<file path="config.mk">
export PLATFORM = sky130hd
export DESIGN_NAME = evu_counter_ctrl
export DESIGN_NICKNAME = d
export VERILOG_FILES = /design/src/rtl/evu_counter_ctrl.sv
export SDC_FILE = /design/constraint.sdc
export NUM_CORES = 1
export LEC_CHECK = 0
export CAP_MARGIN = 20
export CORE_MARGIN = 2
export CORE_UTILIZATION = 50
export CTS_CLUSTER_DIAMETER = 100
export DETAILED_ROUTE_END_ITERATION = 10
export PLACE_DENSITY = 0.78
export SYNTH_ARGS = -nofsm -noshare
export SYNTH_HDL_FRONTEND = slang
export SYNTH_SLANG_ARGS = --single-unit
</file>
<file path="constraint.sdc">
create_clock -name clk_i -period 9 [get_ports clk_i]
set_input_delay 2.25 -clock clk_i [delete_from_list [all_inputs] [get_ports clk_i]]
set_output_delay 2.25 -clock clk_i [all_outputs]
set_load 0.05 [all_outputs]
</file>
<file path="src/rtl/evu_counter_ctrl.sv">
// Performance-event unit controller: NUM_CNT event counters with selectors, inhibit and overflow,
// accessed through a valid/ready register port. Optional snapshot shadows under EVU_SNAPSHOT_EN.
module evu_counter_ctrl #(
  parameter int unsigned NUM_CNT = 4,
  parameter int unsigned CNT_W   = 48,
  parameter int unsigned DATA_W  = 64
) (
  input  logic                 clk_i,
  input  logic                 rst_i,
  input  logic [NUM_CNT-1:0]   evt_i,
  output logic [NUM_CNT*4-1:0] sel_o,
  input  logic                 req_valid_i,
  output logic                 req_ready_o,
  input  logic                 req_we_i,
  input  logic [7:0]           req_addr_i,
  input  logic [DATA_W-1:0]    req_wdata_i,
  output logic                 resp_valid_o,
  input  logic                 resp_ready_i,
  output logic [DATA_W-1:0]    resp_rdata_o,
  output logic                 resp_err_o,
  output logic                 irq_o
);

  localparam int unsigned SEL_W = 4;
  localparam int unsigned IDX_W = 4;

  localparam logic [0:0] IDLE = 1'b0;
  localparam logic [0:0] RESP = 1'b1;

  logic [0:0]         r_state;
  logic               r_req_ready;
  logic               r_resp_valid;
  logic [DATA_W-1:0]  r_resp_rdata;
  logic               r_resp_err;
  logic               r_irq;
  logic [CNT_W-1:0]   r_cnt   [NUM_CNT];
  logic [SEL_W-1:0]   r_sel   [NUM_CNT];
  logic [1:0]         r_blank [NUM_CNT];
  logic [NUM_CNT-1:0] r_inh;
  logic [NUM_CNT-1:0] r_ovf;
`ifdef EVU_SNAPSHOT_EN
  logic [CNT_W-1:0]   r_shd   [NUM_CNT];
`endif

  logic [0:0]         w_state_nxt;
  logic               w_req_ready_nxt;
  logic               w_resp_valid_nxt;
  logic [DATA_W-1:0]  w_resp_rdata_nxt;
  logic               w_resp_err_nxt;
  logic               w_acc;
  logic               w_wr;
  logic [3:0]         w_page;
  logic [IDX_W-1:0]   w_idx;
  logic               w_idx_ok;
  logic               w_hit_cnt;
  logic               w_hit_sel;
  logic               w_hit_inh;
  logic               w_hit_ovf;
  logic               w_hit_snap;
  logic               w_hit_shd;
  logic               w_dec;
  logic [DATA_W-1:0]  w_rdata;
  logic [NUM_CNT-1:0] w_cnt_wr;
  logic [NUM_CNT-1:0] w_sel_wr;
  logic [NUM_CNT-1:0] w_inc;
  logic [NUM_CNT-1:0] w_wrap;
  logic [NUM_CNT-1:0] w_ovf_clr;
  logic               w_unused;

  assign req_ready_o  = r_req_ready;
  assign resp_valid_o = r_resp_valid;
  assign resp_rdata_o = r_resp_rdata;
  assign resp_err_o   = r_resp_err;
  assign irq_o        = r_irq;
  assign w_unused     = ^req_wdata_i;

  // Address decode
  assign w_acc     = req_valid_i && (r_state == IDLE);
  assign w_page    = req_addr_i[7:4];
  assign w_idx     = req_addr_i[3:0];
  assign w_idx_ok  = (32'(w_idx) < NUM_CNT);
  assign w_hit_cnt = (w_page == 4'h0) && w_idx_ok;
  assign w_hit_sel = (w_page == 4'h1) && w_idx_ok;
  assign w_hit_inh = (req_addr_i == 8'h20);
  assign w_hit_ovf = (req_addr_i == 8'h21);
`ifdef EVU_SNAPSHOT_EN
  assign w_hit_snap = (req_addr_i == 8'h22);
  assign w_hit_shd  = (w_page == 4'h3) && w_idx_ok;
`else
  assign w_hit_snap = 1'b0;
  assign w_hit_shd  = 1'b0;
`endif
  assign w_dec = w_hit_cnt | w_hit_sel | w_hit_inh | w_hit_ovf | w_hit_snap | w_hit_shd;
  assign w_wr  = w_acc && req_we_i && w_dec;

  // Read mux: values present before the accepting edge
  always_comb begin
    w_rdata = '0;
    for (int unsigned i = 0; i < NUM_CNT; i++) begin
      if (w_idx == IDX_W'(i)) begin
        if (w_hit_cnt) w_rdata = DATA_W'(r_cnt[i]);
        if (w_hit_sel) w_rdata = DATA_W'(r_sel[i]);
`ifdef EVU_SNAPSHOT_EN
        if (w_hit_shd) w_rdata = DATA_W'(r_shd[i]);
`endif
      end
    end
    if (w_hit_inh) w_rdata = DATA_W'(r_inh);
    if (w_hit_ovf) w_rdata = DATA_W'(r_ovf);
  end

  // Per-counter write strobes, increment qualification and wrap detection
  always_comb begin
    w_cnt_wr  = '0;
    w_sel_wr  = '0;
    w_inc     = '0;
    w_wrap    = '0;
    w_ovf_clr = (w_wr && w_hit_ovf) ? req_wdata_i[NUM_CNT-1:0] : '0;
    for (int unsigned i = 0; i < NUM_CNT; i++) begin
      w_cnt_wr[i] = w_wr && w_hit_cnt && (w_idx == IDX_W'(i));
      w_sel_wr[i] = w_wr && w_hit_sel && (w_idx == IDX_W'(i));
      w_inc[i]    = evt_i[i] && !r_inh[i] && (r_blank[i] == 2'd0);
      w_wrap[i]   = w_inc[i] && !w_cnt_wr[i] && (&r_cnt[i]);
    end
  end

  always_comb begin
    sel_o = '0;
    for (int unsigned i = 0; i < NUM_CNT; i++) begin
      sel_o[i*SEL_W +: SEL_W] = r_sel[i];
    end
  end

  // Request/response FSM next state and registered outputs
  always_comb begin
    w_state_nxt      = r_state;
    w_req_ready_nxt  = r_req_ready;
    w_resp_valid_nxt = r_resp_valid;
    w_resp_rdata_nxt = r_resp_rdata;
    w_resp_err_nxt   = r_resp_err;
    case (r_state)
      IDLE: begin
        if (w_acc) begin
          w_state_nxt      = RESP;
          w_req_ready_nxt  = 1'b0;
          w_resp_valid_nxt = 1'b1;
          w_resp_rdata_nxt = (req_we_i || !w_dec) ? '0 : w_rdata;
          w_resp_err_nxt   = !w_dec;
        end
      end
      RESP: begin
        if (resp_ready_i) begin
          w_state_nxt      = IDLE;
          w_req_ready_nxt  = 1'b1;
          w_resp_valid_nxt = 1'b0;
          w_resp_rdata_nxt = '0;
          w_resp_err_nxt   = 1'b0;
        end
      end
      default: begin
        w_state_nxt      = IDLE;
        w_req_ready_nxt  = 1'b1;
        w_resp_valid_nxt = 1'b0;
        w_resp_rdata_nxt = '0;
        w_resp_err_nxt   = 1'b0;
      end
    endcase
  end

  always_ff @(posedge clk_i) begin
    if (rst_i) begin
      r_state      <= IDLE;
      r_req_ready  <= 1'b1;
      r_resp_valid <= 1'b0;
      r_resp_rdata <= '0;
      r_resp_err   <= 1'b0;
    end else begin
      r_state      <= w_state_nxt;
      r_req_ready  <= w_req_ready_nxt;
      r_resp_valid <= w_resp_valid_nxt;
      r_resp_rdata <= w_resp_rdata_nxt;
      r_resp_err   <= w_resp_err_nxt;
    end
  end

  // Counters, selectors, blanking, inhibit, overflow and interrupt
  always_ff @(posedge clk_i) begin
    if (rst_i) begin
      r_inh <= '0;
      r_ovf <= '0;
      r_irq <= 1'b0;
      for (int unsigned i = 0; i < NUM_CNT; i++) begin
        r_cnt[i]   <= '0;
        r_sel[i]   <= '0;
        r_blank[i] <= '0;
`ifdef EVU_SNAPSHOT_EN
        r_shd[i]   <= '0;
`endif
      end
    end else begin
      if (w_wr && w_hit_inh) r_inh <= req_wdata_i[NUM_CNT-1:0];
      // A wrap on the clearing edge keeps its overflow bit set
      r_ovf <= (r_ovf & ~w_ovf_clr) | w_wrap;
      r_irq <= |r_ovf;
      for (int unsigned i = 0; i < NUM_CNT; i++) begin
        if (w_cnt_wr[i]) begin
          r_cnt[i] <= req_wdata_i[CNT_W-1:0];
        end else if (w_inc[i]) begin
          r_cnt[i] <= r_cnt[i] + CNT_W'(1);
        end
        // Blank two edges after a selector change to skip the mux's stale registered output
        if (w_sel_wr[i]) begin
          r_sel[i]   <= req_wdata_i[SEL_W-1:0];
          r_blank[i] <= 2'd2;
        end else if (r_blank[i] != 2'd0) begin
          r_blank[i] <= r_blank[i] - 2'd1;
        end
`ifdef EVU_SNAPSHOT_EN
        if (w_wr && w_hit_snap) r_shd[i] <= r_cnt[i];
`endif
      end
    end
  end

endmodule

</file>
==> results.cfg, run 1 <==
[place]
final_weighted_congestion_in_routability_driven_placement = 0.9291
dp_worst_setup_slack_ps = 2813
dpl.hpwl_um = 34080
portBuffers = 132

[synth]
register_bit_total_from_synthesis = 277
synth_enable_flop_cells = 216
netlist_area_um2 = 16560
synth_ff_type = sky130_fd_sc_hd__edfxtp_1
syn_avg_cell_area_um2 = 9.397
postSynthCellCount = 1762
yosys.cell_types.count = 67
asyncSetResetFlopFracSynth = 0
yosysSeqAreaShare = 0.4655
yosys_warnings = 0

[clocking]
cts_setup_buffers = 0
numCtsBuffers = 31
clock_sink_count = 277
cts_tree = built
cts-htree-levels = 1
clock_tree.buffer_depth = 3
clk-insertion-delay-late_ps = 570
clkTransAtPathRegs_ps = 60
post_cts_resized = 0
ctsRootBufferMaster = sky130_fd_sc_hd__clkbuf_16
hold_buffers = 0

[finish]
design.final.nets = 1938
syn2layout_area_growth_pct = 15.48
mostFrequentLayoutCell = sky130_fd_sc_hd__edfxtp_1
insertedDiodeCount = 0
sequential_cell_area_um2 = 7707
layout_common_cells = 216 x sky130_fd_sc_hd__edfxtp_1, 178 x sky130_fd_sc_hd__nand2_1, 155 x sky130_fd_sc_hd__nor2_1
num-fill-cells = 2772
fraction_of_final_layout_cells_with_drive_strength_greater_than_1 = 0.06834
multi_input_comb_area_um2 = 8298

[die]
boundaryPins = 165
initial_utilization = 0.5089
core_um2 = 32540
die_width_um = 186.0
standard_cell_rows = 66
die_height_um = 186.0
dieArea_um2 = 34590

[timing]
clock.fmax_mhz = 188.3
hold_ws_ps = 438.1
finalCriticalPeriod_ps = 5312
rsz0062_at_grt = false
worst_slew_margin_rel = 0.2138
timing.final.max_slew_violations = 0
report.final.setup_viol = 0
fin_tns_setup_ps = 0
setup_slack_ps = 3688
min_period_over_period = 0.5902
clock-skew-final_ps = 21.85
worst-slew-pin-transition_ps = 1168
timing.final.hold_violations = 0

[global_routing]
grt_util_all_layers = 0.2881
initial_antenna_violation_count = 0
grt_use_met3 = 0.04246
grt_start_max_net_pins = 79
grt_util_met1 = 0.4028
total_grt_overflow = 0
grt_pass1_wl_um = 77850
grt_pass1_vias = 13910
top_usage_layer = met2
global_route.usage.met2 = 0.4550

[power_and_ir_drop]
seqPwrFrac = 0.501
intPower_mw = 2.654
leakage_nw = 6.387
comb_power_share = 0.185
power_density_nw_per_um2 = 203.5
vdd_drop_max_uv = 165.9
power.net_switching_mw = 1.238
switch_share = 0.3181
clockPowerShare = 0.314

[worst_setup_path]
setup.worst_path.start_class = input pin
crit_path_end_kind = register
crit_fanout = 58
signal_arrival_time_at_the_worst_endpoint_ps = 5530
slowest_delay_ps = 690
most_prevalent_standard_cell_on_the_critical_path = sky130_fd_sc_hd__buf_4
worst_path_max_delay_cell = sky130_fd_sc_hd__or3_1
timing.critical_path.cells = buf_2 > buf_4 > nor2b_1 > nand2_1 > buf_4 > or3_1 > nand3b_1 > buf_4
cp_data_required_time_ps = 9210
start_to_end_type_of_the_worst_setup_path = in2reg

[route]
ant_nets = 0
drt_first_iter_violations = 2220
per_cell_via_count_in_the_routed_design = 6.326
avgRoutedWirePerCell_um = 21.75
drc = 0
num_vias = 14640
finalWirelength_um = 50350
drt_first_pass_iters = 6

[min_path]
worst_hold_check_path_type = reg2reg

[outcome]
outcome = finished, final reports clean

[flow_run]
max_cap_viol_count = 0
==> cell usage after synthesis, types with 3 or more instances <==
cell type | n | area share
sky130_fd_sc_hd__o21ai_0 | 126 | 0.038
sky130_fd_sc_hd__a21oi_1 | 97 | 0.029
sky130_fd_sc_hd__ha_1 | 8 | 0.0060
sky130_fd_sc_hd__nand2_1 | 180 | 0.041
sky130_fd_sc_hd__and3_1 | 33 | 0.012
sky130_fd_sc_hd__o31ai_1 | 3 | 0.0014
sky130_fd_sc_hd__and2_0 | 3 | 0.0011
sky130_fd_sc_hd__a211oi_1 | 40 | 0.018
sky130_fd_sc_hd__buf_2 | 23 | 0.0070
sky130_fd_sc_hd__nor4_2 | 4 | 0.0030
sky130_fd_sc_hd__nor4_1 | 9 | 0.0034
sky130_fd_sc_hd__o22ai_1 | 41 | 0.015
sky130_fd_sc_hd__or3_1 | 6 | 0.0023
sky130_fd_sc_hd__and4_1 | 13 | 0.0069
sky130_fd_sc_hd__buf_6 | 3 | 0.0020
sky130_fd_sc_hd__xor2_1 | 89 | 0.047
sky130_fd_sc_hd__inv_1 | 29 | 0.0066
sky130_fd_sc_hd__o21a_1 | 3 | 0.0014
sky130_fd_sc_hd__dfxtp_1 | 61 | 0.074
sky130_fd_sc_hd__nand4_1 | 53 | 0.020
sky130_fd_sc_hd__mux2i_1 | 8 | 0.0048
sky130_fd_sc_hd__xnor2_1 | 95 | 0.050
sky130_fd_sc_hd__nor2b_1 | 41 | 0.015
sky130_fd_sc_hd__o221ai_1 | 4 | 0.0021
sky130_fd_sc_hd__clkbuf_2 | 3 | 0.00091
sky130_fd_sc_hd__nand2b_1 | 4 | 0.0015
sky130_fd_sc_hd__buf_4 | 18 | 0.0082
sky130_fd_sc_hd__or2_2 | 3 | 0.0011
sky130_fd_sc_hd__a21oi_2 | 3 | 0.0016
sky130_fd_sc_hd__edfxtp_1 | 216 | 0.39
sky130_fd_sc_hd__mux4_2 | 10 | 0.014
sky130_fd_sc_hd__clkbuf_1 | 64 | 0.015
sky130_fd_sc_hd__nand3b_1 | 5 | 0.0023
sky130_fd_sc_hd__buf_1 | 5 | 0.0011
sky130_fd_sc_hd__nand3_1 | 87 | 0.026
sky130_fd_sc_hd__a22oi_1 | 23 | 0.010
sky130_fd_sc_hd__and2_1 | 15 | 0.0057
sky130_fd_sc_hd__nor3b_1 | 5 | 0.0023
sky130_fd_sc_hd__a22o_1 | 24 | 0.013
sky130_fd_sc_hd__nor2_1 | 155 | 0.035
sky130_fd_sc_hd__o21ai_1 | 8 | 0.0024
sky130_fd_sc_hd__nor3_1 | 101 | 0.031
sky130_fd_sc_hd__nand4_2 | 4 | 0.0030
sky130_fd_sc_hd__nor4_4 | 7 | 0.0090
==> area by class of cell <==
cell class | count | area share
Clock buffer | 46 | 0.04613
Clock inverter | 11 | 0.004188
Inverter | 29 | 0.005693
Multi-Input combinational cell | 1355 | 0.4340
Sequential cell | 277 | 0.4031
Tap cell | 442 | 0.02892
Timing Repair Buffer | 155 | 0.07800
==> through the flow <==
stage,util,total power [mW],cell area (µm²),cells
5_1_grt,0.5877,4.034,19120,2315
4_1_cts,0.5872,3.870,19110,2314
3_3_place_gp,0.5576,2.622,18140,2257
6_report,0.5877,3.891,19120,2315
3_5_place_dp,0.5576,2.659,18140,2257
2_1_floorplan,-,2.397,16610,1777
==> path summary, 6_finish.rpt <==
path                            cells after the start              end       startpoint  slack (ps)
worst min-delay path                                2  resp_rdata_o[0]  resp_rdata_o[0]         440
worst max register to register                      5     r_cnt[1][22]          r_state        5610
worst min register to register                      2  resp_rdata_o[0]  resp_rdata_o[0]         440
worst max-delay path                                8     r_cnt[1][22]    req_addr_i[0]        3690
==> cell families (layout without fill, tap and decap cells) <==
kind of cell             count (synthesis)  after routing  share of synthesized area
other                                    1             16                  0.0002265
AND/OR/NAND/NOR                        743            743                     0.2314
multiplexers                            20             20                    0.01980
buffers and inverters                  145            241                    0.04028
adder cells (fa/ha/maj)                  8              8                   0.006046
XOR/XNOR                               184            184                    0.09733
flip-flops                             277            277                     0.4655
AO/OA/AOI/OAI                          384            384                     0.1394
==> layer usage <==
metal | vias to the layer above | routed length (µm)
li1 | 6602 | -
met1 | 6993 | 20200
met2 | 931 | 23130
met3 | 118 | 5323
met4 | 0 | 1700
met5 | - | 0
==> critical path: cells and delay by family <==
kind | cells | cell delay (ps)
buffers and inverters | 4 | 1510
AND/OR/NAND/NOR | 4 | 1730
==> power by group through the flow <==
stage / logic (mW) / clock network (mW) / registers, mW
after global placement: 0.680 / 0 / 1.94
after global routing: 0.783 / 1.28 / 1.97
final: 0.720 / 1.22 / 1.95
after detailed placement: 0.700 / 0 / 1.96
after floorplan: 0.501 / 0 / 1.90
after CTS: 0.708 / 1.23 / 1.93
==> flip-flops by register name, indices dropped and copies added (netlist names), 4 cells and up <==
name          count
r_inh             4
resp_rdata_o     48
r_ovf             4
r_cnt           192
r_blank           8
r_sel            16
No activity file was read; power rests on OpenSTA's default activity.
==> run 2, diff against run 1 <==
--- a/config.mk
+++ b/config.mk
@@ -10,7 +10,7 @@
 export CORE_UTILIZATION = 50
 export CTS_CLUSTER_DIAMETER = 100
 export DETAILED_ROUTE_END_ITERATION = 10
-export PLACE_DENSITY = 0.78
+export PLACE_DENSITY = 0.81
 export SYNTH_ARGS = -nofsm -noshare
 export SYNTH_HDL_FRONTEND = slang
 export SYNTH_SLANG_ARGS = --single-unit
==> constraint.sdc (replaced) <==
create_clock -name clk_i -period 4.5 [get_ports clk_i]
set_input_delay 1.125 -clock clk_i [delete_from_list [all_inputs] [get_ports clk_i]]
set_output_delay 1.125 -clock clk_i [all_outputs]
set_load 0.05 [all_outputs]
==> run 2 against run 1 <==
Critical path depth is 1 lower. Utilization is 0.96 points higher. Hold slack better by 30 ps. Highest routed layer unchanged. Power is 110% higher. First-iteration DRC count is 7.9% lower. Non-clock buffer count is 23 higher. Final cell count is 1.0% higher. Critical path type unchanged. Largest power group unchanged. Sequential power is 100% higher.
==> results.cfg, run 2 (same netlist as run 1, synthesis figures left out) <==
[global_routing]
grt_start_max_net_pins = 75
grt_util_met1 = 0.4032
grt_use_met3 = 0.06007
top_usage_layer = met2
global_route.usage.met2 = 0.4616
initial_antenna_violation_count = 0
grt_pass1_vias = 14050
total_grt_overflow = 0
grt_pass1_wl_um = 79170
grt_util_all_layers = 0.2964

[clocking]
clock_sink_count = 277
hold_buffers = 0
clk-insertion-delay-late_ps = 570
ctsRootBufferMaster = sky130_fd_sc_hd__clkbuf_16
numCtsBuffers = 31
clock_tree.buffer_depth = 3
cts_setup_buffers = 0
clkTransAtPathRegs_ps = 60
post_cts_resized = 0
cts_tree = built
cts-htree-levels = 1

[timing]
clock-skew-final_ps = 21.12
rsz0062_at_grt = false
fin_tns_setup_ps = 0
setup_slack_ps = 1018
report.final.setup_viol = 0
min_period_over_period = 0.7737
finalCriticalPeriod_ps = 3482
timing.final.max_slew_violations = 0
clock.fmax_mhz = 287.2
timing.final.hold_violations = 0
worst-slew-pin-transition_ps = 1118
worst_slew_margin_rel = 0.2477

[route]
finalWirelength_um = 51750
num_vias = 14890
ant_nets = 0
drc = 0
drt_first_pass_iters = 6
drt_first_iter_violations = 2044
per_cell_via_count_in_the_routed_design = 6.365
avgRoutedWirePerCell_um = 22.13

[die]
core_um2 = 32540
boundaryPins = 165
die_width_um = 186.0
dieArea_um2 = 34590
standard_cell_rows = 66
initial_utilization = 0.5089
die_height_um = 186.0

[power_and_ir_drop]
vdd_drop_max_uv = 299.8
seqPwrFrac = 0.487
clockPowerShare = 0.327
comb_power_share = 0.186
power.net_switching_mw = 2.530
leakage_nw = 6.559
total_power_mw = 8.015
switch_share = 0.3157
intPower_mw = 5.485
power_density_nw_per_um2 = 412.5

[finish]
syn2layout_area_growth_pct = 17.37
finish.utilization = 0.5973
mostFrequentLayoutCell = sky130_fd_sc_hd__edfxtp_1
fraction_of_final_layout_cells_with_drive_strength_greater_than_1 = 0.08013
largest_register_ff_count = 192
layout_common_cells = 216 x sky130_fd_sc_hd__edfxtp_1, 178 x sky130_fd_sc_hd__nand2_1, 155 x sky130_fd_sc_hd__nor2_1
stdcell_count = 2339
insertedDiodeCount = 0
registers.top_by_ff_count = r_cnt
design.final.nets = 1961

[worst_setup_path]
setup.worst_path.start_class = input pin
cp_data_required_time_ps = 4790
crit_fanout = 22
signal_arrival_time_at_the_worst_endpoint_ps = 3770
start_to_end_type_of_the_worst_setup_path = in2reg
crit_path_end_kind = register

[min_path]
worst_hold_check_path_type = reg2reg

[flow_run]
max_cap_viol_count = 0

[place]
portBuffers = 132
dp_worst_setup_slack_ps = 542.9
placedCellCount = 2281
dpl.hpwl_um = 36020
final_weighted_congestion_in_routability_driven_placement = 0.9336

[outcome]
outcome = finished, final reports clean
[run 2: layout make-up]
type | count | area (µm²)
repair buffers | 178 | 1707
clock inverters | 11 | 76.32
inverters | 29 | 108.9
flip-flops and latches | 277 | 7707
fillers | 2677 | 13100
clock buffers | 47 | 982.2
well taps | 442 | 553.0
multi-input cells | 1355 | 8298
[run 2: power groups by stage]
| stage | Combinational, mW | Sequential [mW] | Clock (mW) |
|---|---|---|---|
| after CTS | 1.47 | 3.87 | 2.64 |
| final | 1.49 | 3.90 | 2.62 |
| after global placement | 1.40 | 3.89 | 0 |
| after global routing | 1.61 | 3.95 | 2.74 |
| after floorplan | 1.00 | 3.79 | 0 |
| after detailed placement | 1.45 | 3.92 | 0 |
[run 2: critical path, cell delays in order]
cell and delay (ps):
sky130_fd_sc_hd__clkdlybuf4s50_1 500, sky130_fd_sc_hd__nor2b_1 530, sky130_fd_sc_hd__nand2_1 310, sky130_fd_sc_hd__nor3_2 250, sky130_fd_sc_hd__or3_1 510, sky130_fd_sc_hd__buf_4 380, sky130_fd_sc_hd__o21ai_0 160
[run 2: worst paths after layout]
path,start,endpoint,slack (ps),depth (start not counted)
setup / recovery,req_valid_i,r_cnt[0][30],1020,7
setup reg to reg,r_cnt[3][37],r_cnt[3][46],1570,6
hold reg to reg,resp_rdata_o[2],resp_rdata_o[2],470,2
hold / removal,resp_rdata_o[2],resp_rdata_o[2],470,2
[run 2: metrics by stage]
stage,hold WS [ps],instance area [µm²]
after floorplan,463.2,16610
after global placement,430.4,18370
after detailed placement,457.3,18370
after CTS,471.0,19430
after global routing,494.0,19430
final,468.2,19430
[run 2: metal layers]
metal,share of wire,routed length (µm)
met2,0.45,23310
met5,0,0
met1,0.39,20230
met3,0.12,5992
met4,0.043,2221
